## src/rtl/uart_tx_fifo_pkg.sv

```systemverilog
// Shared UART transmit-side definitions: byte width and sequencer state encoding.
package uart_tx_fifo_pkg;
  localparam int UART_BYTE_W = 8;

  typedef enum logic [1:0] {
    ST_IDLE  = 2'd0,
    ST_START = 2'd1,
    ST_GUARD = 2'd2,
    ST_WAIT  = 2'd3
  } tx_state_t;
endpackage

```

## src/rtl/uart_tx_fifo_sync_fifo.sv

```systemverilog
// Single-clock byte FIFO with registered occupancy, full and empty flags.
module sync_fifo #(
  parameter int DEPTH  = 16,
  parameter int ADDR_W = 4,
  parameter int DATA_W = 8
) (
  input  logic              clk,
  input  logic              rst,
  input  logic              wr,
  input  logic [DATA_W-1:0] wr_data,
  input  logic              rd,
  output logic [DATA_W-1:0] rd_data,
  output logic              full,
  output logic              empty,
  output logic [ADDR_W:0]   level
);
  logic [DATA_W-1:0] mem [DEPTH];
  logic [ADDR_W-1:0] wptr;
  logic [ADDR_W-1:0] rptr;
  logic [ADDR_W:0]   level_next;
  logic              wr_ok;
  logic              rd_ok;

  // full/empty are the registered flags, so a write while full is dropped
  // even when a pop frees a slot on the same edge.
  assign wr_ok   = wr && !full;
  assign rd_ok   = rd && !empty;
  assign rd_data = mem[rptr];

  always_comb begin
    level_next = level;
    if (wr_ok && !rd_ok)
      level_next = level + (ADDR_W+1)'(1);
    else if (rd_ok && !wr_ok)
      level_next = level - (ADDR_W+1)'(1);
  end

  always_ff @(posedge clk or posedge rst) begin
    if (rst) begin
      wptr  <= '0;
      rptr  <= '0;
      level <= '0;
      full  <= 1'b0;
      empty <= 1'b1;
    end else begin
      if (wr_ok) wptr <= wptr + ADDR_W'(1);
      if (rd_ok) rptr <= rptr + ADDR_W'(1);
      level <= level_next;
      full  <= (level_next == (ADDR_W+1)'(DEPTH));
      empty <= (level_next == '0);
    end
  end

  always_ff @(posedge clk) begin
    if (wr_ok) mem[wptr] <= wr_data;
  end
endmodule

```

## src/rtl/uart_tx_fifo.sv

```systemverilog
// Byte FIFO plus transmit sequencer: drains queued bytes into the uart one at a time.
module uart_tx_fifo
  import uart_tx_fifo_pkg::*;
#(
  parameter int DEPTH  = 16,
  parameter int ADDR_W = 4
) (
  input  logic                   CLK,
  input  logic                   RESET,
  input  logic [UART_BYTE_W-1:0] wr_data,
  input  logic                   wr_en,
  input  logic                   clr_ovf,
  output logic                   full,
  output logic                   empty,
  output logic [ADDR_W:0]        level,
  output logic                   overflow,
  output logic [UART_BYTE_W-1:0] tx_data,
  output logic                   tx_start,
  input  logic                   tx_busy
);
  tx_state_t             state_reg;
  tx_state_t             state_next;
  logic                  pop;
  logic [UART_BYTE_W-1:0] rd_data;

  sync_fifo #(
    .DEPTH  (DEPTH),
    .ADDR_W (ADDR_W),
    .DATA_W (UART_BYTE_W)
  ) u_fifo (
    .clk     (CLK),
    .rst     (RESET),
    .wr      (wr_en),
    .wr_data (wr_data),
    .rd      (pop),
    .rd_data (rd_data),
    .full    (full),
    .empty   (empty),
    .level   (level)
  );

  always_ff @(posedge CLK or posedge RESET) begin
    if (RESET) begin
      state_reg <= ST_IDLE;
      tx_data   <= '0;
      overflow  <= 1'b0;
    end else begin
      state_reg <= state_next;
      if (pop) tx_data <= rd_data;
      if (wr_en && full)
        overflow <= 1'b1;
      else if (clr_ovf)
        overflow <= 1'b0;
    end
  end

  // GUARD skips one tx_busy sample to cover the uart's busy-rise latency.
  always_comb begin
    state_next = state_reg;
    pop        = 1'b0;
    tx_start   = 1'b0;
    case (state_reg)
      ST_IDLE: begin
        if (!empty && !tx_busy) begin
          pop        = 1'b1;
          state_next = ST_START;
        end
      end
      ST_START: begin
        tx_start   = 1'b1;
        state_next = ST_GUARD;
      end
      ST_GUARD: state_next = ST_WAIT;
      ST_WAIT: begin
        if (!tx_busy) state_next = ST_IDLE;
      end
      default: state_next = ST_IDLE;
    endcase
  end
endmodule

```

## config.mk

```make
export PLATFORM = sky130hd
export DESIGN_NAME = uart_tx_fifo
export DESIGN_NICKNAME = d
export VERILOG_FILES = /design/src/rtl/uart_tx_fifo_pkg.sv /design/src/rtl/uart_tx_fifo_sync_fifo.sv /design/src/rtl/uart_tx_fifo.sv
export SDC_FILE = /design/constraint.sdc
export NUM_CORES = 1
export LEC_CHECK = 0
export CORE_MARGIN = 2
export CORE_UTILIZATION = 54
export CTS_CLUSTER_SIZE = 20
export DETAILED_ROUTE_END_ITERATION = 12
export GPL_TIMING_DRIVEN = 0
export PLACE_DENSITY = 0.81
export SYNTH_ARGS = -nofsm -noshare
export SYNTH_HDL_FRONTEND = slang
export SYNTH_SLANG_ARGS = --single-unit
```

## constraint.sdc

```tcl
create_clock -name CLK -period 2.1 [get_ports CLK]
set_input_delay 0.525 -clock CLK [delete_from_list [all_inputs] [get_ports CLK]]
set_output_delay 0.525 -clock CLK [all_outputs]
set_load 0.02 [all_outputs]
```

After elaboration in Yosys (flattened, before gate mapping)
Memory sizes are Yosys's and may differ from the RTL's. A register that Yosys moved wholly into a read port is not among the register bits.
Cells that the tools add are included.
{"block": "word_totals", "output_inout_bits": 17, "ram_bits": 128, "register_bits": 18, "input_bits": 13, "n_memories": 1}
{"memory": "u_fifo.mem", "words": 16, "word_bits": 8, "rd": 1, "rd_ports_with_merged_regs": 1, "wr": 1, "line": "uart_tx_fifo_sync_fifo.sv:17", "rtl": "logic [DATA_W-1:0] mem [DEPTH];"}
{"block": "op_classes", "n_eq_ne": 6, "muxes": 12, "add_sub_neg": 4, "reduce_logical": 15}
{"cell": "5-bit 2-to-1 mux", "n": 2}
{"cell": "4-bit by 1-bit adder with 4-bit output (second input constant)", "n": 2}
{"cell": "2-bit one-hot mux with 4 select lines", "n": 1}
{"cell": "1-bit 2-to-1 mux", "n": 7}
{"cell": "1-bit logical AND", "n": 6}
{"cell": "5-bit by 1-bit adder with 5-bit output (second input constant)", "n": 1}
{"cell": "5-bit == test (second input constant)", "n": 1}
{"cell": "1-bit zero test", "n": 5}
{"cell": "5-bit zero test", "n": 1}
{"cell": "5-bit by 1-bit subtractor with 5-bit output (second input constant)", "n": 1}
{"cell": "2-bit == test (second input constant)", "n": 2}
{"cell": "2-bit 2-to-1 mux", "n": 2}
{"cell": "2-bit != test (second input constant)", "n": 2}
{"cell": "2-bit by 1-bit == test with 1-bit output (second input constant)", "n": 1}
{"cell": "2-bit zero test", "n": 1}
{"cell": "2-bit AND reduction", "n": 1}
{"cell": "2-bit nonzero test", "n": 1}

Logic depth before layout (Yosys ltp)
{"block": "logic_depth", "ltp_word": 9, "ltp_mapped": 8, "mapped_depth_nobuf": 7}

Modules after synthesis
Synthesis repeated with hierarchy kept, for this count alone.
{"block": "hier_totals", "hier_cells": 341, "hier_area_um2": 6361.1}
{"mod": "sync_fifo", "area_per_inst_um2": 5810.6, "cells_per_inst": 302, "n_inst": 1, "seq_area_each_um2": 4220.3}
{"mod": "uart_tx_fifo", "area_per_inst_um2": 550.5, "cells_per_inst": 39, "n_inst": 1, "seq_area_each_um2": 275.3}

Least setup slack after synthesis
No wires, ideal clock.
{"block": "synth_timing", "kind": "input-to-reg", "startpoint": "input wr_en", "endpoint": "memory u_fifo.mem[3][0] (enable)", "setup_time_ps": 383, "setup_slack_ps": -57, "arrival_time_ps": 1774, "path_stages": 4, "path_cell_list": "nor2b_1 -> buf_2 -> nand2_1 -> nor3_1"}
{"block": "synth_between", "elab_chain_len": 3}
{"element": "start: declaration", "line": "uart_tx_fifo.sv:11", "rtl": "input logic wr_en,"}
{"element": "1-bit logical AND", "line": "uart_tx_fifo_sync_fifo.sv:26", "rtl": "assign wr_ok = wr && !full;"}
{"element": "1-bit 2-to-1 mux", "line": "uart_tx_fifo_sync_fifo.sv:55", "rtl": "if (wr_ok) mem[wptr] <= wr_data;"}
{"element": "1-bit 2-to-1 mux (implied by the code)", "line": "uart_tx_fifo_sync_fifo.sv:55"}
{"element": "end: declaration", "line": "uart_tx_fifo_sync_fifo.sv:17"}
Every way passes these cells.

Worst setup path after layout
{"block": "layout_timing", "startpoint": "register u_fifo.level[2]", "endpoint": "output level[2]"}
{"element": "start: declaration", "line": "uart_tx_fifo_sync_fifo.sv:15", "rtl": "output logic [ADDR_W:0] level"}
{"element": "start signal: assignment", "line": "uart_tx_fifo_sync_fifo.sv:48", "rtl": "level <= level_next;"}
{"element": "end: declaration", "line": "uart_tx_fifo.sv:15", "rtl": "output logic [ADDR_W:0] level,"}
No word-level cell between the ends.

==> run_results.csv <==
group,metric,value,unit
timing,drv_slew,0,
run,drv_cap,0,
synth,synth_top_family_by_area,"multiplexers",
finish,utilization,68.2,%
finish,drive_gt1_share,31.5,%
clocking,holdBufCountCts,0,
worst_setup_path,worst_ep_required_time,1.57,ns
worst_setup_path,cp-end-kind,"output pin",
worst_setup_path,path_cells,"clkdlybuf4s50_1",
timing,max_freq,489,MHz
worst_setup_path,reg2reg_depth,6,
detailed_routing,wl_met3,766,µm
synth,yosysTopAreaCellShare,60.8,%
finish,nets,426,
worst_setup_path,rr_startpoint,"u_fifo.rptr[1]",
floorplanning,start_util,55.4,%
synth,synthSimpleGateAreaFrac,5.03,%
synth,synth-edff-count,128,
clocking,worstSkewPairLatency,0.42,ns
timing,tightestPinTransition,1.09,ns
clocking,cts_tree,"built",
synth,synth-adder-area-share,2.38,%
place,dpl.hpwl,7450,µm
detailed_routing,vias_per_cell,6.06,
clocking,clock_sinks,154,
finish,n_antenna_cell,0,
synth,netlist_area,6320,µm²
detailed_routing,drt-initial-drc-count,313,
synth,synth_commonest_cells,"edfxtp_1, dfrtp_1, mux4_2",
finish,reg_top3,"u_fifo.mem: 128 flops, tx_data: 8 flops, u_fifo.level: 5 flops",
detailed_routing,route.met2.wl,6500,µm
worst_hold_path,min_path_cells,1,
synth,syn-num-nets,362,
timing,period_share,97.4,%
detailed_routing,route.top_layer_used,"met4",
synth,synth-xor-area-share,1.11,%
detailed_routing,wl_met1,5010,µm
worst_setup_path,reg2reg_to,"tx_data[7]",
synth,synth_compound_area_share,3.25,%
global_routing,grt_max_degree,27,
detailed_routing,drc,0,
synth,async_reset_ff_share,16.9,%
worst_setup_path,path_class,"flop to output pin",
worst_setup_path,cp_top_family,"buffers and inverters",
floorplanning,die_x,112,µm
timing,hold_viol_final,0,
synth,ys_seq_area_share,71.1,%
pwr,leakagePower,2.70,nW
finish,largest_register_ffs,128,
floorplanning,core,11400,µm²
pwr,power,10.8,mW
worst_setup_path,crit_arrival,1.52,ns
clocking,clk_pin_slew,0.06,ns
floorplanning,die_area,12600,µm²
synth,ys_warn_count,0,
floorplanning,pin_count,30,
global_routing,grt_use_total,21.6,%
timing,finClkSkew,0.00711,ns
worst_setup_path,worstPathMaxFanout,5,
global_routing,grt_pass1_wl,19500,µm
synth,synthTopCellsByArea,"edfxtp_1, dfrtp_1, mux4_2",
timing,slew-limit-headroom,27.3,%
clocking,clockRootBuffer,"clkbuf_16",
detailed_routing,ant_nets,0,
global_routing,antenna_found_initial,0,
floorplanning,core.rowCount,39,
worst_setup_path,crit_buf_inv,1,
worst_hold_path,hp-start,"u_fifo.level[4]",
detailed_routing,wirelength,12600,µm
clocking,clk_path_buf_depth,2,
pwr,p_per_area,1390,nW/µm²
detailed_routing,wl_per_cell,22.7,µm
synth,ys.flop_type,"edfxtp_1",
worst_setup_path,crit_slowest_cell,"clkdlybuf4s50_1",
outcome,status,"finished, final reports clean",
place,routabilityCongestion,0.825,
synth,synth.distinct_cells,43,
finish,top_register,"u_fifo.mem",
synth,synth.avg_cell_area,18.8,µm²
finish,area_delta_synth_final,23.1,%
worst_hold_path,hp-class,"flop to flop",
worst_setup_path,cp-start-kind,"flop",
timing,setup_violations,0,
worst_hold_path,min_to,"u_fifo.level[4]",
floorplanning,dieHeight,112,µm
global_routing,grt_pass1_vias,3427,
timing,fin_crit,2.05,ns
global_routing,overflow,0,
synth,muxShareOfSynthArea,14.7,%
worst_setup_path,rrSetupSlack,0.07,ns
finish,fillers,730,
clocking,cts_buffers,17,
pwr,irDropWorstVdd,868,µV
detailed_routing,firstDrtPassIters,5,
worst_setup_path,max_stage_delay,0.65,ns
synth,yosysTopAreaCell,"edfxtp_1",
clocking,cts_max_level,4,
detailed_routing,vias,3367,
synth,yosys_register_bits,154,
place,port_buffers,29,
synth,postSynthCellCount,337,
synth,yosysMostFrequentCell,"edfxtp_1",
cell families (layout without fill, tap and decap cells):
family,Yosys count,after routing
adder cells (fa/ha/maj),12,12
AO/OA/AOI/OAI,28,28
flip-flops,154,154
XOR/XNOR,8,8
multiplexers,49,49
AND/OR/NAND/NOR,60,60
buffers and inverters,26,102
layer usage:
layer,vias up,GRT usage (%)
li1,1463,-
met4,0,8.70
met2,127,35.4
met1,1745,27.5
met3,32,6.26
met5,-,0
where the power goes:
group	total (mW)	internal, mW	leakage (nW)	switching (mW)
Clock	3.04	1.87	0.283	1.17
Sequential	4.18	3.81	1.47	0.377
Combinational	3.59	1.73	0.949	1.86
layout make-up:
| type | count | area, µm² | area share [%] |
|---|---|---|---|
| Clock buffer | 17 | 425 | 5.47 |
| Timing Repair Buffer | 47 | 510 | 6.56 |
| Inverter | 11 | 41.3 | 0.530 |
| Buffer | 13 | 110 | 1.41 |
| Tap cell | 143 | 179 | 2.30 |
| Sequential cell | 154 | 4500 | 57.8 |
| Multi-Input combinational cell | 157 | 1850 | 23.8 |
| Clock inverter | 14 | 168 | 2.15 |
cell usage in the layout, fill, tap and decap left out, drive strengths merged:
master and instances:
a32o 1, clkdlybuf4s50 27, nor2b 1, a21oi 2
xnor2 8, dlygate4sd2 2, o31ai 1, mux2 9
edfxtp 128, nor3b 2, and2 2, o221ai 1
o21a 2, o211ai 2, a22oi 7, or3b 1
nor2 23, clkinv 4, mux2i 8, dfstp 1
nand4 2, inv 15, mux4 32, nand2b 4
a32oi 1, o21ai 9, dfrtp 25, a221oi 1
bufinv 3, nor3 9, clkbuf 19, and3 3
nand2 13, ha 12, clkinvlp 3, buf 29
o22ai 1
what timing repair did:
item / CTS / global route
buffers inserted: 12 / 6
pin swaps: 10 / 6
setup endpoints to repair: 139 / 100
gates cloned: 0 / 0
gates resized for setup: 40 / 7
stage by stage:
step	setup slack [ns]	area [µm²]	hold slack, ns	std cells	setup TNS (ns)
2_1_floorplan	-0.0229	6330	0.486	337	-0.366
3_3_place_gp	-1.24	6800	0.510	509	-106.95
3_5_place_dp	-0.894	6810	0.522	509	-105.40
4_1_cts	0.0193	7720	0.538	552	0
5_1_grt	-0.00579	7780	0.568	556	-0.00579
6_report	0.0536	7780	0.541	556	0
how the worst max path moves through the flow:
| stage | slack, ns | cells past startpoint | startpoint | to |
|---|---|---|---|---|
| after detailed placement | -0.89 | 5 | wr_en | u_fifo.mem[11][7] |
| final | 0.05 | 1 | u_fifo.level[2] | level[2] |
| after global routing | -0.006 | 7 | state_reg[0] | u_fifo.empty |
| after global placement | -1.24 | 5 | wr_en | u_fifo.mem[2][4] |
| after floorplan | -0.02 | 4 | wr_en | u_fifo.mem[1][0] |
| after CTS | 0.02 | 8 | state_reg[1] | u_fifo.full |
No activity file was read; power rests on OpenSTA's default activity.
